$ cat src/rtl/ctrl_pkg.sv
// Shared types and constants for the multicycle controller: FSM states,
// opcode values, immediate-select codes and datapath mux encodings.
package ctrl_pkg;

  typedef enum logic [3:0] {
    FETCH   = 4'd0,
    DECODE  = 4'd1,
    MEMADR  = 4'd2,
    MEMRD   = 4'd3,
    MEMWB   = 4'd4,
    MEMWR   = 4'd5,
    EXEC_R  = 4'd6,
    EXEC_I  = 4'd7,
    ALUWB   = 4'd8,
    BRANCH  = 4'd9,
    JAL     = 4'd10,
    UPPER   = 4'd11,
    TRAP    = 4'd12
  } state_t;

  typedef enum logic [2:0] {
    CLS_LOAD    = 3'd0,
    CLS_STORE   = 3'd1,
    CLS_RTYPE   = 3'd2,
    CLS_ITYPE   = 3'd3,
    CLS_BRANCH  = 3'd4,
    CLS_JAL     = 3'd5,
    CLS_UPPER   = 3'd6,
    CLS_ILLEGAL = 3'd7
  } op_class_t;

  localparam logic [6:0] OP_LOAD   = 7'b0000011;
  localparam logic [6:0] OP_STORE  = 7'b0100011;
  localparam logic [6:0] OP_RTYPE  = 7'b0110011;
  localparam logic [6:0] OP_ITYPE  = 7'b0010011;
  localparam logic [6:0] OP_BRANCH = 7'b1100011;
  localparam logic [6:0] OP_JAL    = 7'b1101111;
  localparam logic [6:0] OP_LUI    = 7'b0110111;
  localparam logic [6:0] OP_AUIPC  = 7'b0010111;

  localparam logic [2:0] IMM_I    = 3'b000;
  localparam logic [2:0] IMM_S    = 3'b001;
  localparam logic [2:0] IMM_B    = 3'b010;
  localparam logic [2:0] IMM_NONE = 3'b011;
  localparam logic [2:0] IMM_U    = 3'b100;
  localparam logic [2:0] IMM_J    = 3'b101;

  // ALU operand A: current PC, PC of the instruction being executed, rs1
  localparam logic [1:0] SRC_A_PC    = 2'b00;
  localparam logic [1:0] SRC_A_OLDPC = 2'b01;
  localparam logic [1:0] SRC_A_RS1   = 2'b10;

  // ALU operand B: rs2, extended immediate, constant 4
  localparam logic [1:0] SRC_B_RS2  = 2'b00;
  localparam logic [1:0] SRC_B_IMM  = 2'b01;
  localparam logic [1:0] SRC_B_FOUR = 2'b10;

  // ALU class: add, subtract (branch compare), decode from funct fields
  localparam logic [1:0] ALU_ADD   = 2'b00;
  localparam logic [1:0] ALU_SUB   = 2'b01;
  localparam logic [1:0] ALU_FUNCT = 2'b10;

  // Result bus: registered ALU output, memory read data, live ALU result, immediate
  localparam logic [1:0] RES_ALUOUT = 2'b00;
  localparam logic [1:0] RES_MEM    = 2'b01;
  localparam logic [1:0] RES_ALU    = 2'b10;
  localparam logic [1:0] RES_IMM    = 2'b11;

  localparam logic [2:0] F3_BEQ = 3'b000;
  localparam logic [2:0] F3_BNE = 3'b001;

endpackage

$ cat src/rtl/opcode_decoder.sv
// Combinational opcode classifier: instruction class and immediate format.
module opcode_decoder
  import ctrl_pkg::*;
(
  input  logic [6:0] opcode,
  output op_class_t  op_class,
  output logic [2:0] imm_src
);

  // Map the 7-bit opcode onto an instruction class and its immediate format
  always_comb begin
    op_class = CLS_ILLEGAL;
    imm_src  = IMM_NONE;
    case (opcode)
      OP_LOAD:   begin op_class = CLS_LOAD;   imm_src = IMM_I; end
      OP_STORE:  begin op_class = CLS_STORE;  imm_src = IMM_S; end
      OP_RTYPE:  begin op_class = CLS_RTYPE;  imm_src = IMM_NONE; end
      OP_ITYPE:  begin op_class = CLS_ITYPE;  imm_src = IMM_I; end
      OP_BRANCH: begin op_class = CLS_BRANCH; imm_src = IMM_B; end
      OP_JAL:    begin op_class = CLS_JAL;    imm_src = IMM_J; end
      OP_LUI:    begin op_class = CLS_UPPER;  imm_src = IMM_U; end
      OP_AUIPC:  begin op_class = CLS_UPPER;  imm_src = IMM_U; end
      default:   begin op_class = CLS_ILLEGAL; imm_src = IMM_NONE; end
    endcase
  end

endmodule

$ cat src/rtl/mc_controller.sv
// Multicycle RISC-V style control FSM.
//
//   state  | meaning
//   FETCH  | read instruction memory; on ready load IR and advance PC by 4
//   DECODE | classify opcode; ALU precomputes PC+imm into ALUOut
//   MEMADR | compute load/store address rs1+imm
//   MEMRD  | issue data read, wait for ready
//   MEMWB  | write load data into rd
//   MEMWR  | issue data write, wait for ready, retire
//   EXEC_R | register-register ALU operation
//   EXEC_I | register-immediate ALU operation
//   ALUWB  | write ALUOut into rd, retire
//   BRANCH | compare rs1/rs2, take target from ALUOut if condition holds
//   JAL    | load PC with target, ALU forms PC+4 for the link register
//   UPPER  | write LUI immediate or AUIPC sum into rd, retire
//   TRAP   | illegal instruction; everything idle until reset
module mc_controller
  import ctrl_pkg::*;
(
  input  logic        clk,
  input  logic        rst_n,
  input  logic [31:0] instr,
  input  logic        mem_ready,
  input  logic        zero,
  output logic [2:0]  ImmSrc,
  output logic        mem_req,
  output logic        mem_we,
  output logic        ir_write,
  output logic        pc_write,
  output logic        reg_write,
  output logic [1:0]  alu_src_a,
  output logic [1:0]  alu_src_b,
  output logic [1:0]  alu_op,
  output logic [1:0]  result_src,
  output logic        instr_done,
  output logic        halted
);

  state_t     state;
  state_t     state_next;
  op_class_t  op_class;
  logic [2:0] imm_dec;
  logic [2:0] funct3;
  logic       unused_instr;

  assign funct3       = instr[14:12];
  assign unused_instr = ^{instr[31:15], instr[11:7]};

  opcode_decoder u_opcode_decoder (
    .opcode   (instr[6:0]),
    .op_class (op_class),
    .imm_src  (imm_dec)
  );

  // State register
  always_ff @(posedge clk or negedge rst_n) begin
    if (!rst_n) state <= FETCH;
    else        state <= state_next;
  end

  // Next-state and output decode; outputs are forced idle while reset is held
  always_comb begin
    state_next = state;
    ImmSrc     = IMM_NONE;
    mem_req    = 1'b0;
    mem_we     = 1'b0;
    ir_write   = 1'b0;
    pc_write   = 1'b0;
    reg_write  = 1'b0;
    alu_src_a  = SRC_A_PC;
    alu_src_b  = SRC_B_RS2;
    alu_op     = ALU_ADD;
    result_src = RES_ALUOUT;
    instr_done = 1'b0;
    halted     = 1'b0;

    case (state)
      FETCH: begin
        mem_req    = 1'b1;
        alu_src_a  = SRC_A_PC;
        alu_src_b  = SRC_B_FOUR;
        result_src = RES_ALU;
        if (mem_ready) begin
          ir_write   = 1'b1;
          pc_write   = 1'b1;
          state_next = DECODE;
        end
      end
      DECODE: begin
        alu_src_a = SRC_A_OLDPC;
        alu_src_b = SRC_B_IMM;
        case (op_class)
          CLS_LOAD, CLS_STORE: state_next = MEMADR;
          CLS_RTYPE:           state_next = EXEC_R;
          CLS_ITYPE:           state_next = EXEC_I;
          CLS_BRANCH:          state_next = BRANCH;
          CLS_JAL:             state_next = JAL;
          CLS_UPPER:           state_next = UPPER;
          default:             state_next = TRAP;
        endcase
      end
      MEMADR: begin
        alu_src_a  = SRC_A_RS1;
        alu_src_b  = SRC_B_IMM;
        state_next = (op_class == CLS_LOAD) ? MEMRD : MEMWR;
      end
      MEMRD: begin
        mem_req = 1'b1;
        if (mem_ready) state_next = MEMWB;
      end
      MEMWB: begin
        result_src = RES_MEM;
        reg_write  = 1'b1;
        instr_done = 1'b1;
        state_next = FETCH;
      end
      MEMWR: begin
        mem_req = 1'b1;
        mem_we  = 1'b1;
        if (mem_ready) begin
          instr_done = 1'b1;
          state_next = FETCH;
        end
      end
      EXEC_R: begin
        alu_src_a  = SRC_A_RS1;
        alu_src_b  = SRC_B_RS2;
        alu_op     = ALU_FUNCT;
        state_next = ALUWB;
      end
      EXEC_I: begin
        alu_src_a  = SRC_A_RS1;
        alu_src_b  = SRC_B_IMM;
        alu_op     = ALU_FUNCT;
        state_next = ALUWB;
      end
      ALUWB: begin
        reg_write  = 1'b1;
        instr_done = 1'b1;
        state_next = FETCH;
      end
      BRANCH: begin
        alu_src_a = SRC_A_RS1;
        alu_src_b = SRC_B_RS2;
        alu_op    = ALU_SUB;
        if (funct3 == F3_BEQ || funct3 == F3_BNE) begin
          pc_write   = (funct3 == F3_BEQ) ? zero : !zero;
          instr_done = 1'b1;
          state_next = FETCH;
        end else begin
          state_next = TRAP;
        end
      end
      JAL: begin
        // Target PC+imm was latched into ALUOut during DECODE
        alu_src_a  = SRC_A_OLDPC;
        alu_src_b  = SRC_B_FOUR;
        pc_write   = 1'b1;
        state_next = ALUWB;
      end
      UPPER: begin
        // LUI writes the immediate; AUIPC writes PC+imm formed in DECODE
        result_src = instr[5] ? RES_IMM : RES_ALUOUT;
        reg_write  = 1'b1;
        instr_done = 1'b1;
        state_next = FETCH;
      end
      TRAP: begin
        halted = 1'b1;
      end
      default: begin
        state_next = TRAP;
      end
    endcase

    if (state != FETCH && state != TRAP) ImmSrc = imm_dec;

    if (!rst_n) begin
      ImmSrc     = IMM_NONE;
      mem_req    = 1'b0;
      mem_we     = 1'b0;
      ir_write   = 1'b0;
      pc_write   = 1'b0;
      reg_write  = 1'b0;
      instr_done = 1'b0;
      halted     = 1'b0;
    end
  end

endmodule

$ cat config.mk
export PLATFORM = sky130hd
export DESIGN_NAME = mc_controller
export DESIGN_NICKNAME = d
export VERILOG_FILES = /design/src/rtl/ctrl_pkg.sv /design/src/rtl/opcode_decoder.sv /design/src/rtl/mc_controller.sv
export SDC_FILE = /design/constraint.sdc
export NUM_CORES = 1
export LEC_CHECK = 0
export ABC_AREA = 0
export CAP_MARGIN = 20
export CORE_UTILIZATION = 38
export DETAILED_ROUTE_END_ITERATION = 12
export GPL_ROUTABILITY_DRIVEN = 0
export GPL_TIMING_DRIVEN = 0
export PLACE_DENSITY = 0.86
export SYNTH_ARGS = -nofsm -noshare
export SYNTH_HDL_FRONTEND = slang
export SYNTH_HIERARCHICAL = 1
export SYNTH_SLANG_ARGS = --single-unit
$ cat constraint.sdc
create_clock -name clk -period 3.9 [get_ports clk]
set_input_delay 0.39 -clock clk [delete_from_list [all_inputs] [get_ports clk]]
set_output_delay 0.39 -clock clk [all_outputs]
set_load 0.02 [all_outputs]
# After elaboration in Yosys (flattened, before gate mapping)
# Cells that the tools add are included.
# totals
input_bits	36
ff_bits	4
out_inout_bits	18
elab_cells	86
# classes
n_bitwise	1
muxes	34
reduce_logical	19
n_eq_ne	31
# ops
cell	count
4-bit one-hot mux with 9 select lines	1
4-bit one-hot mux with 6 select lines	1
7-bit by 6-bit equality test with 1-bit output, second input constant	3
3-bit one-hot mux with 7 select lines	1
4-bit equality test, second input constant	5
4-bit by 3-bit equality test with 1-bit output, second input constant	4
1-bit 2-to-1 mux	16
4-bit 2-to-1 mux	4
3-bit one-hot mux with 5 select lines	1
7-bit by 5-bit equality test with 1-bit output, second input constant	2
7-bit equality test, second input constant	2
2-bit one-hot mux with 2 select lines	3
2-bit OR reduction	6
3-bit OR reduction	4
3-bit equality test, second input constant	3
3-bit 2-to-1 mux	3
4-bit by 2-bit equality test with 1-bit output, second input constant	2
7-bit by 2-bit equality test with 1-bit output, second input constant	1
3-bit by 1-bit equality test with 1-bit output, second input constant	2
3-bit by 2-bit equality test with 1-bit output, second input constant	2
3-bit logical NOT	2
2-bit != test, second input constant	3
1-bit one-hot mux with 3 select lines	2
2-bit one-hot mux with 3 select lines	1
other kinds (11)	11

# Depth between registers and ports, before layout
# Gate-level depths: netlist of run 1.
# logic_depth
ltp_word	7
depth_mapped	7
mapped_depth_nobuf	6

# By module
# The synthesis of run 1 kept the hierarchy.
# modules_own_cells
mod	area_each_um2	seq_area_each_um2	instances	cells_per_inst
mc_controller	620.6	100.1	1	86
opcode_decoder	180.2	0.0	1	30

# Least setup slack after synthesis of run 1
# No wires, ideal clock.
# synth_path
path_kind	input to register
from	input instr[6]
to	register state[1]
path_buffers	1
path_slack_ns	1.878
stages	6
t_arrival_ns	1.949
cell_sequence	buf_6 or3_4 or2_1 or4_1 a21o_1 a21boi_2
# synth_via
elab_chain_cells	7
# synth_lines
element	line	source
start: declaration	mc_controller.sv:22	input logic [31:0] instr,
7-bit by 6-bit equality test with 1-bit output or 7-bit by 5-bit equality test with 1-bit output (tied branches)	opcode_decoder.sv:14	case (opcode)
2-bit OR reduction (no line)	n/a	
3-bit one-hot mux with 7 select lines (*)	opcode_decoder.sv:14	
via op_class[2]	mc_controller.sv:41	op_class_t op_class;
3-bit by 1-bit equality test with 1-bit output or 3-bit logical NOT (tied branches)	mc_controller.sv:92, mc_controller.sv:105	
2-bit OR reduction	mc_controller.sv:92	case (op_class)
4-bit one-hot mux with 6 select lines	mc_controller.sv:92	
4-bit one-hot mux with 9 select lines (*)	mc_controller.sv:77	case (state)
end signal: assignment	mc_controller.sv:58	else state <= state_next;
end: declaration	mc_controller.sv:39	state_t state;
# Mark *: on every way through the listed nets, which the timed path passes. The rest lies on a longest branch.
# A chain may end at the register's enable or synchronous reset.

# Worst setup path after layout of run 1
# layout_path
from	input mem_ready
to	output pc_write
# layout_via
elab_chain_cells	3
# layout_lines
element	line	source
start: declaration	mc_controller.sv:23	input logic mem_ready,
1-bit 2-to-1 mux	mc_controller.sv:83	if (mem_ready) begin
1-bit one-hot mux with 3 select lines	mc_controller.sv:77	
1-bit 2-to-1 mux	mc_controller.sv:178	if (!rst_n) begin
end: declaration	mc_controller.sv:29	output logic pc_write,
# Every way passes these cells.

==> run_summary.xml, run 1 <==
<?xml version="1.0" encoding="UTF-8"?>
<metrics>
  <group name="setup_path">
    <metric name="critPathMostFrequentCell" unit="">sky130_fd_sc_hd__clkdlybuf4s50_1</metric>
    <metric name="r2r-start" unit="">state[0]</metric>
    <metric name="critical_path.endpoint_type" unit="">output port</metric>
    <metric name="worst_path_max_delay_cell" unit="">sky130_fd_sc_hd__clkdlybuf4s50_1</metric>
    <metric name="crit_path_kind" unit="">input pin to output port</metric>
    <metric name="timing.critical_path.buf_inv" unit="">2</metric>
    <metric name="worst_path_dominant_cell_family" unit="">buffers and inverters</metric>
    <metric name="crit_chain" unit="">clkdlybuf4s50_1 -&gt; or3b_1 -&gt; a211o_1 -&gt; a21boi_2 -&gt; clkdlybuf4s50_1</metric>
    <metric name="max_stage_delay" unit="ns">0.62</metric>
    <metric name="cp.required" unit="ns">3.51</metric>
    <metric name="cp_data_arrival_time" unit="ns">2.44</metric>
    <metric name="worst-path-max-fanout" unit="">9</metric>
    <metric name="startpoint" unit="">mem_ready</metric>
    <metric name="start_kind" unit="">input pin</metric>
  </group>
  <group name="drt">
    <metric name="route.detailed.vias_per_inst" unit="">5.77</metric>
    <metric name="drt_iter0_markers" unit="">24</metric>
    <metric name="postRouteWirelength" unit="µm">2490</metric>
    <metric name="detail_route.wl_per_cell" unit="µm">14.2</metric>
    <metric name="drtAntennaViolNets" unit="">0</metric>
    <metric name="routed-via-count" unit="">1016</metric>
    <metric name="drt-pass1-iter-count" unit="">4</metric>
    <metric name="detail_route.drc_violations" unit="">0</metric>
  </group>
  <group name="timing">
    <metric name="setup_viol" unit="">0</metric>
    <metric name="tns" unit="ns">0</metric>
    <metric name="drv_slew" unit="">0</metric>
    <metric name="setup_repair_after_global_routing_missed_its_margin" unit="">false</metric>
    <metric name="post-route-min-period" unit="ns">2.83</metric>
    <metric name="worst-slew-pin-transition" unit="ns">0.724</metric>
    <metric name="fin_worst_hold_slack" unit="ns">0.457</metric>
    <metric name="max_slew_margin" unit="%">51.1</metric>
    <metric name="fmax" unit="MHz">353</metric>
    <metric name="final_worst_path_cycle_share" unit="%">72.6</metric>
    <metric name="report.final.hold_viol_count" unit="">0</metric>
    <metric name="finalClockSkew" unit="ns">0.000579</metric>
  </group>
  <group name="power_and_ir_drop">
    <metric name="seq_power_share" unit="%">12.2</metric>
    <metric name="static-leakage-power" unit="nW">0.447</metric>
    <metric name="clockPowerShare" unit="%">8.3</metric>
    <metric name="cellInternalPower" unit="mW">0.300</metric>
    <metric name="max-vdd-ir-drop" unit="µV">226</metric>
    <metric name="netSwitchingPower" unit="mW">0.313</metric>
    <metric name="power.density" unit="nW/µm²">529</metric>
    <metric name="sw_frac_of_total" unit="%">51.0</metric>
    <metric name="power.combinational.fraction" unit="%">79.5</metric>
  </group>
  <group name="clock_network">
    <metric name="number_of_buffers_inserted_during_clock_tree_synthesis" unit="">3</metric>
    <metric name="clock-sinks" unit="">4</metric>
    <metric name="clock_tree_buffer_depth" unit="">2</metric>
    <metric name="hold_fix_buffers_cts" unit="">0</metric>
    <metric name="tritoncts" unit="">done</metric>
    <metric name="clk_latency" unit="ns">0.23</metric>
    <metric name="cts.repair.resized" unit="">0</metric>
    <metric name="post_cts_clock_slew_at_the_launch_and_capture_registers_of_the_worst_setup_and_hold_paths" unit="ns">0.04</metric>
    <metric name="htree_num_levels" unit="">1</metric>
    <metric name="post_cts_buffers" unit="">0</metric>
    <metric name="ctsRootBufferMaster" unit="">sky130_fd_sc_hd__clkbuf_4</metric>
  </group>
  <group name="floorplanning">
    <metric name="top_level_ports" unit="">54</metric>
    <metric name="die-width" unit="µm">47.9</metric>
    <metric name="std_cell_rows" unit="">16</metric>
    <metric name="die_area" unit="µm²">2290</metric>
    <metric name="fp.coreArea" unit="µm²">1960</metric>
    <metric name="die_height" unit="µm">47.9</metric>
    <metric name="start_util" unit="%">40.8</metric>
  </group>
  <group name="layout">
    <metric name="layout_commonest_cell" unit="">sky130_fd_sc_hd__clkdlybuf4s50_1</metric>
    <metric name="multi_input_comb_area" unit="µm²">643</metric>
    <metric name="diodes" unit="">0</metric>
    <metric name="layout_top_registers" unit="">state x4</metric>
    <metric name="nets" unit="">187</metric>
    <metric name="layout_cells_sized_above_1" unit="%">10.7</metric>
    <metric name="areaGrowthSynthToFinish" unit="%">44.5</metric>
    <metric name="largest-register" unit="">state</metric>
    <metric name="layout.cells.most_common_list" unit="">30 x sky130_fd_sc_hd__clkdlybuf4s50_1, 12 x sky130_fd_sc_hd__nand2_1, 9 x sky130_fd_sc_hd__nor2_1</metric>
    <metric name="register_area" unit="µm²">100</metric>
    <metric name="largest_register_ff_count" unit="">4</metric>
    <metric name="fill_cells" unit="">195</metric>
  </group>
  <group name="logic_synthesis">
    <metric name="synthesis.instances" unit="">116</metric>
    <metric name="synthesis.yosys.warnings" unit="">6</metric>
    <metric name="netlist-cell-type-count" unit="">45</metric>
    <metric name="ys_ff_latch" unit="">4</metric>
    <metric name="ys_async_sr_fraction" unit="%">100</metric>
    <metric name="synth_fp_nets" unit="">152</metric>
    <metric name="dominantRegCellSynth" unit="">sky130_fd_sc_hd__dfrtp_1</metric>
    <metric name="syn-cell-area" unit="µm²">801</metric>
    <metric name="ys_seq_area_share" unit="%">12.5</metric>
    <metric name="synth_enable_flop_cells" unit="">0</metric>
    <metric name="synth.avg_cell_area" unit="µm²">6.90</metric>
  </group>
  <group name="global_route">
    <metric name="grt_antenna_before_repair" unit="">0</metric>
    <metric name="pin_count_of_the_biggest_net_entering_global_routing" unit="">13</metric>
    <metric name="grt_util_all_layers" unit="%">22.5</metric>
    <metric name="globalRouteOverflowTotal" unit="">0</metric>
    <metric name="grt_pass1_vias" unit="">869</metric>
    <metric name="grt_first_pass_wirelength" unit="µm">3570</metric>
  </group>
  <group name="run_status">
    <metric name="status" unit="">completed</metric>
  </group>
  <group name="placed_design">
    <metric name="dp_hpwl" unit="µm">1960</metric>
    <metric name="numPortBuffers" unit="">30</metric>
  </group>
  <group name="flow_run">
    <metric name="maxCapViolations" unit="">0</metric>
  </group>
  <group name="hold_path">
    <metric name="hold_class" unit="">input pin to async pin</metric>
  </group>
</metrics>
path summary, 6_finish.rpt:
kind,cells past startpoint,to,slack [ns]
min in group clk,3,state[0],0.74
worst max register to register,3,state[2],2.40
worst max-delay path,5,pc_write,1.07
worst min register to register,3,state[0],0.74
max in group asynchronous,1,state[1],3.16
worst min-delay path,1,state[0],0.46
synth_stat cells (2+ instances only):
cell type | count | area [µm²]
sky130_fd_sc_hd__nand2_1 | 12 | 45.0
sky130_fd_sc_hd__nor2_1 | 9 | 33.8
sky130_fd_sc_hd__nor2b_1 | 8 | 50.1
sky130_fd_sc_hd__a21oi_1 | 7 | 35.0
sky130_fd_sc_hd__o21ai_0 | 5 | 25.0
sky130_fd_sc_hd__buf_2 | 4 | 20.0
sky130_fd_sc_hd__dfrtp_1 | 4 | 100
sky130_fd_sc_hd__nand3_1 | 4 | 20.0
sky130_fd_sc_hd__or2_1 | 4 | 25.0
sky130_fd_sc_hd__a21o_1 | 3 | 22.5
sky130_fd_sc_hd__clkbuf_1 | 3 | 11.3
sky130_fd_sc_hd__inv_1 | 3 | 11.3
sky130_fd_sc_hd__nand2b_1 | 3 | 18.8
sky130_fd_sc_hd__nand4_1 | 3 | 18.8
sky130_fd_sc_hd__o211ai_1 | 3 | 22.5
sky130_fd_sc_hd__xor2_1 | 3 | 26.3
sky130_fd_sc_hd__a211o_1 | 2 | 17.5
sky130_fd_sc_hd__a21boi_2 | 2 | 22.5
sky130_fd_sc_hd__and4_1 | 2 | 17.5
sky130_fd_sc_hd__mux2i_1 | 2 | 20.0
sky130_fd_sc_hd__nor3_1 | 2 | 10.0
sky130_fd_sc_hd__nor3b_1 | 2 | 15.0
sky130_fd_sc_hd__or2_2 | 2 | 12.5
sky130_fd_sc_hd__or4_1 | 2 | 15.0
sky130_fd_sc_hd__xnor2_1 | 2 | 17.5
cell type report:
type / instances / area share, %
clock buffer: 3 / 1.95
timing repair buffer: 30 / 25.9
buffer: 8 / 3.68
inverter: 4 / 1.30
tap: 27 / 2.92
sequential: 4 / 8.65
multi-input combinational: 100 / 55.6
layer usage:
layer  wire length (µm)  global-route usage [%]  vias up
li1                   -                       -      485
met1                943                    20.5      462
met2               1290                    44.6       61
met3                205                    6.42        8
met4                 59                    10.6        0
met5                  0                       0        -
power by group through the flow:
| stage | Combinational (mW) | Clock, mW | Sequential, mW |
|---|---|---|---|
| after global placement | 0.457 | 0 | 0.0735 |
| after detailed placement | 0.478 | 0 | 0.0748 |
| after floorplan | 0.299 | 0 | 0.0685 |
| final | 0.487 | 0.0507 | 0.0750 |
| after global routing | 0.518 | 0.0562 | 0.0781 |
| after CTS | 0.480 | 0.0536 | 0.0744 |
logic make-up (layout without fill, tap and decap cells):
| kind of cell | after synthesis | in the layout | synth area share, % |
|---|---|---|---|
| DFF | 4 | 4 | 12.5 |
| and+or+nand+nor | 63 | 63 | 45.9 |
| buffers and inverters | 12 | 45 | 7.19 |
| xor gates and xnor gates | 5 | 5 | 5.47 |
| AOI/OAI and AO/OA | 30 | 30 | 26.4 |
| muxes | 2 | 2 | 2.50 |
per-stage QoR:
stage	utilization (%)	setup WS, ns	std cells	total power [mW]	instance area, µm²
floorplan	-	1.88	116	0.367	801
global placement	57.8	1.10	173	0.531	1130
detailed placement	57.8	1.08	173	0.552	1130
CTS	59.0	1.07	176	0.607	1160
global route	59.0	1.01	176	0.652	1160
finish	59.0	1.07	176	0.612	1160
Note: power is estimated with default switching activity, not from simulation.
==> run 2: changes to the inputs <==
--- a/config.mk
+++ b/config.mk
@@ -7,11 +7,11 @@
 export LEC_CHECK = 0
 export ABC_AREA = 0
 export CAP_MARGIN = 20
-export CORE_UTILIZATION = 38
+export CORE_UTILIZATION = 32
 export DETAILED_ROUTE_END_ITERATION = 12
 export GPL_ROUTABILITY_DRIVEN = 0
 export GPL_TIMING_DRIVEN = 0
-export PLACE_DENSITY = 0.86
+export PLACE_DENSITY = 0.77
 export SYNTH_ARGS = -nofsm -noshare
 export SYNTH_HDL_FRONTEND = slang
 export SYNTH_HIERARCHICAL = 1
==> constraint.sdc (replaced) <==
create_clock -name clk -period 2.34 [get_ports clk]
set_input_delay 0.234 -clock clk [delete_from_list [all_inputs] [get_ports clk]]
set_output_delay 0.234 -clock clk [all_outputs]
set_load 0.02 [all_outputs]
==> run_summary.xml, run 2 (synthesized netlist as in run 1, its figures left out) <==
<?xml version="1.0" encoding="UTF-8"?>
<metrics>
  <group name="run_status">
    <metric name="status" unit="">completed</metric>
  </group>
  <group name="drt">
    <metric name="drtAntennaViolNets" unit="">0</metric>
    <metric name="route.detailed.vias_per_inst" unit="">5.42</metric>
    <metric name="postRouteWirelength" unit="µm">2210</metric>
    <metric name="drt_iter0_markers" unit="">8</metric>
    <metric name="detail_route.drc_violations" unit="">0</metric>
    <metric name="drt-pass1-iter-count" unit="">4</metric>
    <metric name="detail_route.wl_per_cell" unit="µm">12.5</metric>
    <metric name="routed-via-count" unit="">959</metric>
  </group>
  <group name="global_route">
    <metric name="globalRouteOverflowTotal" unit="">0</metric>
    <metric name="pin_count_of_the_biggest_net_entering_global_routing" unit="">13</metric>
    <metric name="grt_util_all_layers" unit="%">16.9</metric>
    <metric name="grt_pass1_vias" unit="">865</metric>
    <metric name="grt_first_pass_wirelength" unit="µm">3480</metric>
    <metric name="grt_antenna_before_repair" unit="">0</metric>
  </group>
  <group name="power_and_ir_drop">
    <metric name="power.density" unit="nW/µm²">842</metric>
    <metric name="netSwitchingPower" unit="mW">0.495</metric>
    <metric name="max-vdd-ir-drop" unit="µV">406</metric>
    <metric name="static-leakage-power" unit="nW">0.512</metric>
    <metric name="cellInternalPower" unit="mW">0.501</metric>
    <metric name="sw_frac_of_total" unit="%">49.7</metric>
    <metric name="seq_power_share" unit="%">12.7</metric>
    <metric name="power.combinational.fraction" unit="%">78.5</metric>
    <metric name="clockPowerShare" unit="%">8.8</metric>
    <metric name="report.power.total" unit="mW">0.996</metric>
  </group>
  <group name="placed_design">
    <metric name="placed_cells" unit="">174</metric>
    <metric name="dp_hpwl" unit="µm">1760</metric>
    <metric name="numPortBuffers" unit="">30</metric>
  </group>
  <group name="setup_path">
    <metric name="cp.required" unit="ns">2.11</metric>
    <metric name="worst-path-max-fanout" unit="">9</metric>
    <metric name="critical_path.endpoint_type" unit="">output port</metric>
    <metric name="start_kind" unit="">input pin</metric>
    <metric name="crit_path_kind" unit="">input pin to output port</metric>
    <metric name="cp_data_arrival_time" unit="ns">2.00</metric>
    <metric name="reg2reg_depth" unit="">3</metric>
  </group>
  <group name="timing">
    <metric name="setup_repair_after_global_routing_missed_its_margin" unit="">false</metric>
    <metric name="report.final.hold_viol_count" unit="">0</metric>
    <metric name="fin_worst_hold_slack" unit="ns">0.294</metric>
    <metric name="finalClockSkew" unit="ns">0.00255</metric>
    <metric name="drv_slew" unit="">0</metric>
    <metric name="max_slew_margin" unit="%">66.7</metric>
    <metric name="final_worst_path_cycle_share" unit="%">95.4</metric>
    <metric name="fmax" unit="MHz">448</metric>
    <metric name="tns" unit="ns">0</metric>
    <metric name="setup_viol" unit="">0</metric>
    <metric name="post-route-min-period" unit="ns">2.23</metric>
    <metric name="worst-slew-pin-transition" unit="ns">0.496</metric>
  </group>
  <group name="clock_network">
    <metric name="ctsRootBufferMaster" unit="">sky130_fd_sc_hd__clkbuf_4</metric>
    <metric name="hold_fix_buffers_cts" unit="">0</metric>
    <metric name="clock_tree_buffer_depth" unit="">2</metric>
    <metric name="clock-sinks" unit="">4</metric>
    <metric name="post_cts_buffers" unit="">0</metric>
    <metric name="tritoncts" unit="">done</metric>
    <metric name="htree_num_levels" unit="">1</metric>
    <metric name="number_of_buffers_inserted_during_clock_tree_synthesis" unit="">3</metric>
    <metric name="clk_latency" unit="ns">0.24</metric>
    <metric name="post_cts_clock_slew_at_the_launch_and_capture_registers_of_the_worst_setup_and_hold_paths" unit="ns">0.04</metric>
  </group>
  <group name="floorplanning">
    <metric name="die-width" unit="µm">52.0</metric>
    <metric name="die_height" unit="µm">52.0</metric>
    <metric name="std_cell_rows" unit="">17</metric>
    <metric name="start_util" unit="%">35.2</metric>
    <metric name="fp.coreArea" unit="µm²">2280</metric>
    <metric name="die_area" unit="µm²">2710</metric>
    <metric name="top_level_ports" unit="">54</metric>
  </group>
  <group name="layout">
    <metric name="multi_input_comb_area" unit="µm²">656</metric>
    <metric name="diodes" unit="">0</metric>
    <metric name="largest_register_ff_count" unit="">4</metric>
    <metric name="layout_top_registers" unit="">state x4</metric>
    <metric name="layout.cells.non_filler" unit="">177</metric>
    <metric name="register_area" unit="µm²">100</metric>
    <metric name="layout_commonest_cell" unit="">sky130_fd_sc_hd__clkdlybuf4s50_1</metric>
    <metric name="nets" unit="">187</metric>
    <metric name="fill_cells" unit="">231</metric>
    <metric name="finish.utilization" unit="%">52.0</metric>
    <metric name="layout_cells_sized_above_1" unit="%">14.1</metric>
    <metric name="largest-register" unit="">state</metric>
    <metric name="areaGrowthSynthToFinish" unit="%">47.8</metric>
    <metric name="layout.cells.most_common_list" unit="">22 x sky130_fd_sc_hd__clkdlybuf4s50_1, 12 x sky130_fd_sc_hd__nand2_1, 9 x sky130_fd_sc_hd__nor2_1</metric>
  </group>
  <group name="hold_path">
    <metric name="hold_class" unit="">input pin to async pin</metric>
  </group>
  <group name="flow_run">
    <metric name="maxCapViolations" unit="">0</metric>
  </group>
</metrics>
[run 2: what timing repair did]
action,CTS,global route
endpoints found under the hold margin,0,0
resized for setup,7,9
setup endpoints to repair,6,9
[run 2: area by class of cell]
cell class	count	share of cell area [%]
timing repair buffer	30	25.8
tap	28	2.96
multi-input combinational	100	55.4
sequential	4	8.46
inverter	4	1.27
clock buffer	3	1.90
buffer	8	4.23
[run 2: through the flow]
stage / setup slack, ns / instance area (µm²)
final: 0.107 / 1180
after global routing: 0.00343 / 1180
after CTS: 0.0199 / 1160
after detailed placement: -0.187 / 1140
after global placement: -0.149 / 1140
after floorplan: 0.474 / 801
[run 2: path summary, 6_finish.rpt]
kind	from	end	slack, ns
worst max-delay path	mem_ready	pc_write	0.11
worst min-delay path	rst_n	state[0]	0.29
worst max register to register	state[0]	state[2]	0.91
worst min register to register	state[1]	state[0]	0.75
max in group asynchronous	rst_n	state[3]	1.76
min in group clk	instr[6]	state[3]	0.61
[run 2: per-layer routing]
| metal | GRT usage (%) | vias up | wire, µm |
|---|---|---|---|
| li1 | - | 490 | - |
| met1 | 17.4 | 442 | 946 |
| met2 | 34.6 | 27 | 1140 |
| met3 | 3.80 | 0 | 128 |
| met4 | 1.35 | 0 | 0 |
| met5 | 0 | - | 0 |
[run 2: worst max-delay path, stage by stage]
cell and delay, ns:
sky130_fd_sc_hd__clkdlybuf4s50_1 0.61, sky130_fd_sc_hd__or3b_1 0.37, sky130_fd_sc_hd__a211o_1 0.31, sky130_fd_sc_hd__a21boi_2 0.13, sky130_fd_sc_hd__dlygate4sd2_1 0.34
[run 2: power groups by stage]
stage	Clock, mW	Sequential, mW	Combinational [mW]
floorplan	0	0.114	0.498
global placement	0	0.122	0.764
detailed placement	0	0.124	0.780
CTS	0.0926	0.125	0.782
global route	0.101	0.133	0.846
finish	0.0882	0.126	0.782
==> run 3: changes to the inputs <==
--- a/config.mk
+++ b/config.mk
@@ -8,10 +8,12 @@
 export ABC_AREA = 0
 export CAP_MARGIN = 20
 export CORE_UTILIZATION = 32
+export CTS_CLUSTER_DIAMETER = 30
 export DETAILED_ROUTE_END_ITERATION = 12
 export GPL_ROUTABILITY_DRIVEN = 0
 export GPL_TIMING_DRIVEN = 0
 export PLACE_DENSITY = 0.77
+export SETUP_SLACK_MARGIN = 0.05
 export SYNTH_ARGS = -nofsm -noshare
 export SYNTH_HDL_FRONTEND = slang
 export SYNTH_HIERARCHICAL = 1
==> run_summary.xml, run 3 (synthesized netlist as in run 1, its figures left out) <==
<?xml version="1.0" encoding="UTF-8"?>
<metrics>
  <group name="power_and_ir_drop">
    <metric name="netSwitchingPower" unit="mW">0.503</metric>
    <metric name="static-leakage-power" unit="nW">0.512</metric>
    <metric name="power.combinational.fraction" unit="%">78.2</metric>
    <metric name="sw_frac_of_total" unit="%">49.7</metric>
    <metric name="clockPowerShare" unit="%">8.7</metric>
    <metric name="cellInternalPower" unit="mW">0.510</metric>
    <metric name="seq_power_share" unit="%">13.1</metric>
    <metric name="report.power.total" unit="mW">1.01</metric>
    <metric name="max-vdd-ir-drop" unit="µV">399</metric>
    <metric name="power.density" unit="nW/µm²">846</metric>
  </group>
  <group name="timing">
    <metric name="worst-slew-pin-transition" unit="ns">0.499</metric>
    <metric name="tns" unit="ns">0</metric>
    <metric name="finalClockSkew" unit="ns">0.00386</metric>
    <metric name="setup_repair_after_global_routing_missed_its_margin" unit="">true</metric>
    <metric name="report.final.hold_viol_count" unit="">0</metric>
    <metric name="drv_slew" unit="">0</metric>
    <metric name="fmax" unit="MHz">448</metric>
    <metric name="max_slew_margin" unit="%">66.5</metric>
    <metric name="setup_viol" unit="">0</metric>
    <metric name="fin_worst_hold_slack" unit="ns">0.308</metric>
    <metric name="final_worst_path_cycle_share" unit="%">95.4</metric>
    <metric name="post-route-min-period" unit="ns">2.23</metric>
  </group>
  <group name="layout">
    <metric name="nets" unit="">187</metric>
    <metric name="largest_register_ff_count" unit="">4</metric>
    <metric name="layout.cells.most_common_list" unit="">22 x sky130_fd_sc_hd__clkdlybuf4s50_1, 12 x sky130_fd_sc_hd__nand2_1, 9 x sky130_fd_sc_hd__nor2_1</metric>
    <metric name="layout_top_registers" unit="">state x4</metric>
    <metric name="layout_commonest_cell" unit="">sky130_fd_sc_hd__clkdlybuf4s50_1</metric>
    <metric name="diodes" unit="">0</metric>
    <metric name="areaGrowthSynthToFinish" unit="%">49.5</metric>
    <metric name="finish.utilization" unit="%">52.6</metric>
    <metric name="layout_cells_sized_above_1" unit="%">15.4</metric>
    <metric name="largest-register" unit="">state</metric>
    <metric name="layout.cells.non_filler" unit="">177</metric>
  </group>
  <group name="clock_network">
    <metric name="number_of_buffers_inserted_during_clock_tree_synthesis" unit="">3</metric>
    <metric name="clock-sinks" unit="">4</metric>
    <metric name="post_cts_buffers" unit="">0</metric>
    <metric name="clock_tree_buffer_depth" unit="">2</metric>
    <metric name="post_cts_clock_slew_at_the_launch_and_capture_registers_of_the_worst_setup_and_hold_paths" unit="ns">0.04</metric>
    <metric name="htree_num_levels" unit="">1</metric>
    <metric name="ctsRootBufferMaster" unit="">sky130_fd_sc_hd__clkbuf_4</metric>
    <metric name="tritoncts" unit="">done</metric>
    <metric name="clk_latency" unit="ns">0.24</metric>
  </group>
  <group name="hold_path">
    <metric name="hold_class" unit="">input pin to async pin</metric>
  </group>
  <group name="setup_path">
    <metric name="worst-path-max-fanout" unit="">9</metric>
    <metric name="r2r-start" unit="">state[0]</metric>
    <metric name="crit_path_kind" unit="">input pin to output port</metric>
    <metric name="cp_data_arrival_time" unit="ns">2.00</metric>
    <metric name="critical_path.endpoint_type" unit="">output port</metric>
    <metric name="startpoint" unit="">mem_ready</metric>
    <metric name="start_kind" unit="">input pin</metric>
    <metric name="cp.required" unit="ns">2.11</metric>
  </group>
  <group name="run_status">
    <metric name="status" unit="">completed</metric>
  </group>
  <group name="floorplanning">
    <metric name="start_util" unit="%">35.2</metric>
    <metric name="top_level_ports" unit="">54</metric>
    <metric name="fp.coreArea" unit="µm²">2280</metric>
    <metric name="die_area" unit="µm²">2710</metric>
    <metric name="die-width" unit="µm">52.0</metric>
    <metric name="std_cell_rows" unit="">17</metric>
    <metric name="die_height" unit="µm">52.0</metric>
  </group>
  <group name="global_route">
    <metric name="globalRouteOverflowTotal" unit="">0</metric>
    <metric name="grt_pass1_vias" unit="">865</metric>
    <metric name="grt_first_pass_wirelength" unit="µm">3480</metric>
    <metric name="gr_util_met1" unit="%">17.4</metric>
    <metric name="pin_count_of_the_biggest_net_entering_global_routing" unit="">13</metric>
    <metric name="global_route.usage.met3" unit="%">3.80</metric>
    <metric name="grt_most_used_layer" unit="">met2</metric>
    <metric name="grt_util_all_layers" unit="%">16.9</metric>
    <metric name="grt_antenna_before_repair" unit="">0</metric>
    <metric name="globalRouteMet2Util" unit="%">34.6</metric>
  </group>
  <group name="flow_run">
    <metric name="maxCapViolations" unit="">0</metric>
  </group>
  <group name="drt">
    <metric name="detail_route.wl_per_cell" unit="µm">12.6</metric>
    <metric name="route.detailed.vias_per_inst" unit="">5.49</metric>
    <metric name="postRouteWirelength" unit="µm">2230</metric>
    <metric name="drt_iter0_markers" unit="">13</metric>
    <metric name="detail_route.drc_violations" unit="">0</metric>
    <metric name="drtAntennaViolNets" unit="">0</metric>
    <metric name="drt-pass1-iter-count" unit="">4</metric>
    <metric name="routed-via-count" unit="">971</metric>
  </group>
  <group name="placed_design">
    <metric name="numPortBuffers" unit="">30</metric>
    <metric name="dp_hpwl" unit="µm">1760</metric>
    <metric name="placed_cells" unit="">174</metric>
  </group>
</metrics>
## run 3: area by class of cell
class	instances	area [µm²]
Tap cell	28	35.0
Timing Repair Buffer	30	305
Inverter	4	15.0
Sequential cell	4	103
Clock buffer	3	22.5
Multi-Input combinational cell	100	667
Buffer	8	50.0
Fill cell	225	1080
## run 3: power by group through the flow
stage / Sequential, mW / Combinational [mW] / Clock, mW
after global routing: 0.139 / 0.858 / 0.102
after CTS: 0.126 / 0.784 / 0.0926
after detailed placement: 0.124 / 0.780 / 0
after floorplan: 0.114 / 0.498 / 0
after global placement: 0.122 / 0.764 / 0
final: 0.132 / 0.792 / 0.0886
## run 3: final timing paths
kind	endpoint	slack, ns	cells past startpoint
max in group asynchronous	state[1]	1.70	1
worst max register to register	state[2]	0.91	3
min in group clk	state[3]	0.61	5
worst max-delay path	pc_write	0.11	5
worst min-delay path	state[2]	0.31	1
worst min register to register	state[0]	0.75	3
## run 3: through the flow
step	setup WS, ns	instance area, µm²
floorplan	0.474	801
global placement	-0.149	1140
detailed placement	-0.187	1140
CTS	0.0640	1170
global route	0.0463	1200
finish	0.108	1200
## run 3: worst max-delay path: stages
cell and delay (ns):
sky130_fd_sc_hd__clkdlybuf4s50_1 0.60, sky130_fd_sc_hd__or3b_1 0.37, sky130_fd_sc_hd__a211o_1 0.31, sky130_fd_sc_hd__a21boi_2 0.13, sky130_fd_sc_hd__dlygate4sd2_1 0.34
## run 3: per-layer routing
layer | vias to the layer above | part of all wire [%]
li1 | 490 | -
met2 | 29 | 52
met5 | - | 0
met4 | 0 | 0
met1 | 452 | 42
met3 | 0 | 6.0
## run 3: timing repair
item | 4_1_cts | 5_1_grt
endpoints found under the setup margin | 6 | 11
resized for setup | 8 | 11
hold buffers | 0 | 0
